===== config.mk =====
export PLATFORM = sky130hd
export DESIGN_NAME = uartb_rx_core
export DESIGN_NICKNAME = d
export VERILOG_FILES = /design/src/rtl/uartb_rx_core.sv
export SDC_FILE = /design/constraint.sdc
export NUM_CORES = 1
export LEC_CHECK = 0
export CORE_AREA = 2 2 116 118
export DETAILED_ROUTE_END_ITERATION = 16
export DIE_AREA = 0 0 118 120
export PLACE_DENSITY_LB_ADDON = 0.08
export REMOVE_ABC_BUFFERS = 1
export SLEW_MARGIN = 20
export SYNTH_ARGS = -nofsm -noshare
export SYNTH_HDL_FRONTEND = slang
export SYNTH_SLANG_ARGS = --single-unit

===== constraint.sdc =====
create_clock -name clk -period 3.7 [get_ports clk]
set_input_delay 0.37 -clock clk [delete_from_list [all_inputs] [get_ports clk]]
set_output_delay 0.37 -clock clk [all_outputs]
set_load 0.01 [all_outputs]

===== src/rtl/uartb_rx_core.sv =====
// UART 8N1 receiver core with a programmable baud divider and an optional
// burst mode that packs four received bytes into one 32-bit word.
//
// state | meaning
// IDLE  | line idle, waiting for a synchronized falling edge
// START | counting to mid start bit to reject glitches
// DATA  | sampling 8 data bits LSB-first at mid-bit
// STOP  | sampling the stop bit, byte completes when the count expires
module uartb_rx_core #(
  parameter int BAUDBITS = 9
) (
  input  logic        clk,
  input  logic        rst,
  input  logic [31:0] d,
  input  logic        wrbaud,
  input  logic        rxd,
  input  logic        rd,
  output logic [31:0] q,
  output logic        dv,
  output logic        fe,
  output logic        ove,
  output logic        busy,
  output logic [1:0]  nbyte
);

  typedef enum logic [1:0] {IDLE, START, DATA, STOP} state_t;

  localparam logic [BAUDBITS-1:0] CNT_ONE = 1;

  state_t              state, state_nx;
  logic [1:0]          sync;
  logic                rx_s, rx_d, fall;
  logic [BAUDBITS-1:0] divider, cnt;
  logic                mode;
  logic [2:0]          bit_idx;
  logic [7:0]          shreg;
  logic [23:0]         asm_word;
  logic                err_sticky;
  logic                cnt_zero, byte_done, word_done;

  assign rx_s      = sync[1];
  assign fall      = rx_d & ~rx_s;
  assign cnt_zero  = (cnt == '0);
  assign word_done = byte_done & (~mode | (nbyte == 2'd3));

  // Synchronizer and edge register reset high so an idle line never looks like a start edge
  always_ff @(posedge clk or posedge rst) begin
    if (rst) begin
      sync <= 2'b11;
      rx_d <= 1'b1;
    end else begin
      sync <= {sync[0], rxd};
      rx_d <= rx_s;
    end
  end

  always_ff @(posedge clk or posedge rst) begin
    if (rst) begin
      divider <= '0;
      mode    <= 1'b0;
    end else if (wrbaud) begin
      divider <= d[BAUDBITS-1:0];
      mode    <= d[31];
    end
  end

  always_ff @(posedge clk or posedge rst) begin
    if (rst) state <= IDLE;
    else     state <= state_nx;
  end

  always_comb begin
    state_nx = state;
    case (state)
      IDLE:  if (fall) state_nx = START;
      START: if (cnt_zero) state_nx = rx_s ? IDLE : DATA;
      DATA:  if (cnt_zero && bit_idx == 3'd7) state_nx = STOP;
      STOP:  if (cnt_zero) state_nx = IDLE;
      default: state_nx = IDLE;
    endcase
  end

  always_comb begin
    busy      = (state != IDLE);
    byte_done = (state == STOP) && cnt_zero;
  end

  always_ff @(posedge clk or posedge rst) begin
    if (rst) begin
      cnt     <= '0;
      bit_idx <= '0;
      shreg   <= '0;
    end else begin
      case (state)
        IDLE: if (fall) cnt <= divider >> 1;
        START:
          if (cnt_zero) begin
            cnt     <= divider;
            bit_idx <= '0;
          end else cnt <= cnt - CNT_ONE;
        DATA:
          if (cnt_zero) begin
            shreg   <= {rx_s, shreg[7:1]};
            cnt     <= divider;
            bit_idx <= bit_idx + 3'd1;
          end else cnt <= cnt - CNT_ONE;
        STOP: if (!cnt_zero) cnt <= cnt - CNT_ONE;
        default: cnt <= '0;
      endcase
    end
  end

  // Burst assembly; a divider/mode write restarts word packing
  always_ff @(posedge clk or posedge rst) begin
    if (rst) begin
      nbyte      <= '0;
      err_sticky <= 1'b0;
      asm_word   <= '0;
    end else if (wrbaud) begin
      nbyte      <= '0;
      err_sticky <= 1'b0;
      asm_word   <= '0;
    end else if (byte_done && mode) begin
      if (nbyte == 2'd3) begin
        nbyte      <= '0;
        err_sticky <= 1'b0;
      end else begin
        case (nbyte)
          2'd0:    asm_word[7:0]   <= shreg;
          2'd1:    asm_word[15:8]  <= shreg;
          default: asm_word[23:16] <= shreg;
        endcase
        err_sticky <= err_sticky | ~rx_s;
        nbyte      <= nbyte + 2'd1;
      end
    end
  end

  // Completion takes priority over a simultaneous read
  always_ff @(posedge clk or posedge rst) begin
    if (rst) begin
      q   <= '0;
      dv  <= 1'b0;
      fe  <= 1'b0;
      ove <= 1'b0;
    end else if (word_done) begin
      q   <= mode ? {shreg, asm_word} : {24'h0, shreg};
      dv  <= 1'b1;
      fe  <= mode ? (err_sticky | ~rx_s) : ~rx_s;
      ove <= dv & ~rd;
    end else if (rd) begin
      dv  <= 1'b0;
      fe  <= 1'b0;
      ove <= 1'b0;
    end
  end

endmodule


==> impl_metrics.toml, run 1 <==
[run_status]
status = "finished, final reports clean"

[hold_path]
min_path_cells = 0
worstHoldStart = "sync[0]"
hold_class = "reg -> reg"

[route]
final_antenna_net_count = 0
drcViolationCount = 0
routed_wl_mm = 9.62
first_pass_iters = 4
vias_per_cell = 4.98
wl_per_cell_um = 15.6
first_iter_violations = 190
via_count = 3073

[cells_and_area]
stdcell_count = 617
fin_area_sq_um = 5430
final_nets = 484
area_growth_pct = 23.1
insertedDiodeCount = 0
layout-drive-gt1-share = 0.143

[sta]
slew_violations = 0
setup_viol = 0
clock_skew_ns = 0.00813
fmax_mhz = 356
rsz0062_at_grt = "no"
worst_pin_slew_ns = 0.889
tns_ns = 0
setup_slack_ns = 0.892
period_needed_ns = 2.81
hold_slack_ns = 0.366
hold_violations = 0
worst_slew_margin_rel = 0.402
finalCritPeriodShare = 0.759

[floorplan]
die_h_um = 120
initial_core_util = 0.340
die-area_sq_um = 14200
core-area_sq_um = 13000
rows = 42
ioPinCount = 75
die_x_um = 118

[setup_path]
reg2reg_depth = 7
crit_start = "cnt[0]"
slowest_delay_ns = 0.55
required_ns = 3.90
crit_chain = "inv_1, ha_1, or4b_4, nor3_4, nand3b_1, mux2i_1, nor2_1"
cp.arrival_ns = 3.01
worstSetupStartpointType = "flip-flop"
crit_type = "reg -> reg"
r2r-start = "cnt[0]"
critPathMaxFanout = 8
cpMaxStageDelayCell = "or4b_4"
crit_path_end_kind = "flip-flop"

[clock_network]
cts_sinks = 97
cts-resized-gates = 0
numCtsBuffers = 9
holdBufCountCts = 0
clock_latency_ns = 0.34
cts_tree = "done"
h-tree-depth = 3
cts_buffer_depth = 2
ctsRootBufferMaster = "clkbuf_16"
post_cts_buffers = 0
clkTransAtPathRegs_ns = 0.07

[placed_design]
dpl.hpwl_mm = 6.33
pre_cts_slack_ns = 0.842
portBuffers = 52
dp_cells = 601
gp_congestion = 0.832
place_area_sq_um = 5130

[global_routing]
antenna_found_initial = 0
grt_pass1_vias = 3124
grt_pass1_wl_mm = 16.4
track_usage = 0.146
grt_start_max_net_pins = 50
overflow = 0

[logic_synthesis]
seq_area_frac_synth = 0.551
synthCells = 380
ys_async_sr_fraction = 1.00
yosys.area.top_type_share = 0.533
synth_top_cell_by_area = "dfrtp_1"
synth_edf_count = 0
ys_ff_latch = 97
yosysMostFrequentCell = "dfrtp_1"
syn_area_sq_um = 4410
yosysWarnings = 0
synth.avg_cell_area_sq_um = 11.6
synth_cell_types = 53
synth_area_leaders = "dfrtp_1 (53%), mux2i_1 (6.1%), mux2_2 (4.3%)"
synth_top_cells_by_count = "dfrtp_1 (94), o21ai_0 (35), nor2_1 (30), mux2i_1 (27), nand2_1 (25)"
synth-main-ff-cell = "dfrtp_1"

[power_and_ir_drop]
power_frac_comb = 0.271
p_sw_frac = 0.324
clockPowerShare = 0.317
max-vdd-ir-drop_mv = 0.354
switchingPower_w = 0.000972
internal-power_w = 0.00202
cellLeakagePower_nw = 2.51
power_density_nw_per_um2 = 552
pwr-share-seq = 0.412

[run]
drv_cap = 0
==> path summary, 6_finish.rpt <==
path / end / slack (ns)
worst min register to register: sync[1] / 0.37
worst max-delay path: asm_word[12] / 0.89
worst min-delay path: sync[1] / 0.37
min in group asynchronous: q[8] / 0.46
worst max register to register: asm_word[12] / 0.89
max in group asynchronous: rx_d / 2.39
==> cells in the final DEF, fill, tap and decap left out, types with 2 or more instances in the layout <==
cell              n
a32o_1            6
nand3_1           3
o22ai_1           2
mux2i_1          27
nor2b_1           2
a21oi_1          12
dfstp_2           3
clkbuf_16         9
a221o_1           3
inv_1            12
clkdlybuf4s50_1  52
nand3b_1          4
o21ai_0          35
nor4_1            2
nand2b_1         14
buf_4            11
a22o_2            8
ha_1             11
nand2_1          25
a22o_1           15
dfrtp_1          94
o32ai_1           3
mux2_2           17
a221oi_1          2
a31oi_1           4
nor2_1           30
nor3_1            4
clkbuf_1          2
==> power by group through the flow <==
stage	clock network, W	logic, W	registers, W
2_1_floorplan	0	0.000585	0.00123
3_3_place_gp	0	0.000809	0.00125
3_5_place_dp	0	0.000815	0.00125
4_1_cts	0.000978	0.000818	0.00123
5_1_grt	0.00102	0.000922	0.00125
6_report	0.000948	0.000813	0.00123
==> final cells by class <==
type	count	area (sq um)
fillers	1279	7550
flip-flops and latches	97	2430
multi-input cells	251	1820
repair buffers	63	603
clock buffers	12	246
well taps	176	220
inverters	14	55.1
clock inverters	4	51.3
==> state kept, by name, summed over array words and instances, names as in the netlist, named ones only <==
register and cells:
asm_word 24, bit_idx 3, cnt 9, divider 9, dv 1, err_sticky 1
fe 1, mode 1, nbyte 2, ove 1, q 32, rx_d 1
shreg 8, state 1, sync 2
==> kinds of logic after synthesis <==
logic type                 Yosys count  share of synthesized area
muxes                               44                      0.105
adders and majority gates           11                     0.0312
xor gates and xnor gates             1                    0.00199
AOI/OAI and AO/OA                  101                      0.164
buffers and inverters               32                     0.0358
and+or+nand+nor                     94                      0.111
DFF                                 97                      0.551
==> routing by layer <==
layer	GRT usage	vias up	routed length, um	part of all wire
met2	0.227	61	4410	0.46
met1	0.197	1498	4690	0.49
met4	0.0663	0	200	0.021
met5	0	-	0	0
li1	-	1496	-	-
met3	0.0309	18	320	0.033
==> critical path, delay by kind of cell (launching register included) <==
family,cells,cell delay (ns)
and+or+nand+nor,4,1.53
DFF,1,0.40
buffers and inverters,1,0.15
muxes,1,0.36
adders and majority gates,1,0.22
==> metrics by stage <==
step | total power (W) | utilization
4_1_cts | 0.00303 | 0.418
3_3_place_gp | 0.00206 | 0.395
3_5_place_dp | 0.00207 | 0.395
6_report | 0.00300 | 0.418
5_1_grt | 0.00319 | 0.418
2_1_floorplan | 0.00181 | -
Note: power is estimated with default switching activity, not from simulation.
==> run 2, diff against run 1 <==
==> constraint.sdc (replaced) <==
create_clock -name clk -period 2.9 [get_ports clk]
set_input_delay 0.29 -clock clk [delete_from_list [all_inputs] [get_ports clk]]
set_output_delay 0.29 -clock clk [all_outputs]
set_load 0.01 [all_outputs]
==> impl_metrics.toml, run 2 (synthesized netlist as in run 1, its figures left out) <==
[route]
first_iter_violations = 148
wl_per_cell_um = 16.2
drcViolationCount = 0
via_count = 3104
first_pass_iters = 4
vias_per_cell = 4.97
routed_wl_mm = 10.2
final_antenna_net_count = 0

[clock_network]
numCtsBuffers = 9
post_cts_buffers = 0
ctsRootBufferMaster = "clkbuf_16"
h-tree-depth = 3
cts_buffer_depth = 2
clkTransAtPathRegs_ns = 0.07
clock_latency_ns = 0.35
cts_tree = "done"
cts-resized-gates = 0
holdBufCountCts = 0
cts_sinks = 97

[global_routing]
overflow = 0
antenna_found_initial = 0
grt_start_max_net_pins = 48
grt_pass1_vias = 3257
grt_pass1_wl_mm = 17.3
track_usage = 0.155

[power_and_ir_drop]
max-vdd-ir-drop_mv = 0.414
p_sw_frac = 0.325
power_frac_comb = 0.280
clockPowerShare = 0.315
internal-power_w = 0.00263
power_density_nw_per_um2 = 706
cellLeakagePower_nw = 2.56
pwr-share-seq = 0.405
switchingPower_w = 0.00126

[setup_path]
r2r-start = "cnt[0]"
crit_type = "reg -> reg"
critPathMaxFanout = 6
worstSetupStartpointType = "flip-flop"
cp.arrival_ns = 2.74
crit_path_end_kind = "flip-flop"
required_ns = 3.13
crit_start = "cnt[0]"

[cells_and_area]
final_nets = 492
top_register = "q"
layout_commonest_cell = "dfrtp_1"
largest_reg_flops = 32
layout_common_cells = "dfrtp_1 (94), clkdlybuf4s50_1 (52), o21ai_0 (35)"
area_growth_pct = 24.9
reg.largest.list = "q x32, asm_word x24"
insertedDiodeCount = 0
layout-drive-gt1-share = 0.160
fin_area_sq_um = 5510
nFillCells = 1284

[sta]
worst_pin_slew_ns = 0.707
period_needed_ns = 2.51
tns_ns = 0
fmax_mhz = 399
hold_violations = 0
hold_slack_ns = 0.306
rsz0062_at_grt = "no"
setup_viol = 0
worst_slew_margin_rel = 0.522
slew_violations = 0
setup_slack_ns = 0.391
clock_skew_ns = 0.00800
finalCritPeriodShare = 0.865

[floorplan]
die-area_sq_um = 14200
rows = 42
ioPinCount = 75
die_h_um = 120
die_x_um = 118
core-area_sq_um = 13000
initial_core_util = 0.340

[placed_design]
portBuffers = 52
pre_cts_slack_ns = 0.381
place_area_sq_um = 5200
dpl.hpwl_mm = 6.88
gp_congestion = 0.834

[hold_path]
hold_class = "in -> async"

[run]
drv_cap = 0

[run_status]
status = "finished, final reports clean"
run 2: metrics by stage:
| step | utilization | total power (W) | std cells |
|---|---|---|---|
| global placement | 0.401 | 0.00269 | 609 |
| global route | 0.424 | 0.00415 | 625 |
| finish | 0.424 | 0.00389 | 625 |
| detailed placement | 0.401 | 0.00269 | 609 |
| CTS | 0.424 | 0.00394 | 625 |
| floorplan | - | 0.00231 | 362 |
run 2: layer usage:
metal	global-route usage	up-vias	part of all wire
li1	-	1507	-
met1	0.187	1529	0.44
met2	0.268	57	0.50
met3	0.0475	11	0.039
met4	0.0459	0	0.014
met5	0	-	0
run 2: area by class of cell:
| type | instances | area (sq um) | share of cell area |
|---|---|---|---|
| repair buffers | 71 | 676 | 0.123 |
| flip-flops and latches | 97 | 2430 | 0.441 |
| clock inverters | 5 | 61.3 | 0.0111 |
| multi-input cells | 251 | 1820 | 0.331 |
| clock buffers | 11 | 243 | 0.0441 |
| well taps | 176 | 220 | 0.0400 |
| inverters | 14 | 55.1 | 0.0100 |
run 2: path summary, 6_finish.rpt:
kind	slack, ns	endpoint	depth (start not counted)
worst max-delay path	0.39	asm_word[15]	8
min in group clk	0.36	sync[1]	0
worst max register to register	0.39	asm_word[15]	8
worst min register to register	0.36	sync[1]	0
worst min-delay path	0.31	asm_word[8]	2
max in group asynchronous	1.90	rx_d	3
run 2: worst max-delay path, cell delays in order, from the launching register on:
cell	delay, ns
dfrtp_1	0.38
inv_1	0.14
ha_1	0.22
or4b_4	0.56
nor3_4	0.35
nand3b_1	0.25
buf_4	0.26
mux2i_1	0.17
nor2_1	0.05
run 2: power by group through the flow:
| stage | clock, W | sequential [W] | combinational [W] |
|---|---|---|---|
| finish | 0.00122 | 0.00158 | 0.00109 |
| global route | 0.00132 | 0.00160 | 0.00123 |
| CTS | 0.00127 | 0.00157 | 0.00110 |
| detailed placement | 0 | 0.00160 | 0.00109 |
| global placement | 0 | 0.00160 | 0.00109 |
| floorplan | 0 | 0.00157 | 0.000746 |
==> run 3, diff against run 2 <==
--- a/config.mk
+++ b/config.mk
@@ -5,6 +5,7 @@
 export SDC_FILE = /design/constraint.sdc
 export NUM_CORES = 1
 export LEC_CHECK = 0
+export ABC_CLOCK_PERIOD_IN_PS = 2900
 export CORE_AREA = 2 2 116 118
 export DETAILED_ROUTE_END_ITERATION = 16
 export DIE_AREA = 0 0 118 120
==> results of run 3 <==
No change in the layout: final DEF, timing and power equal those of run 2.
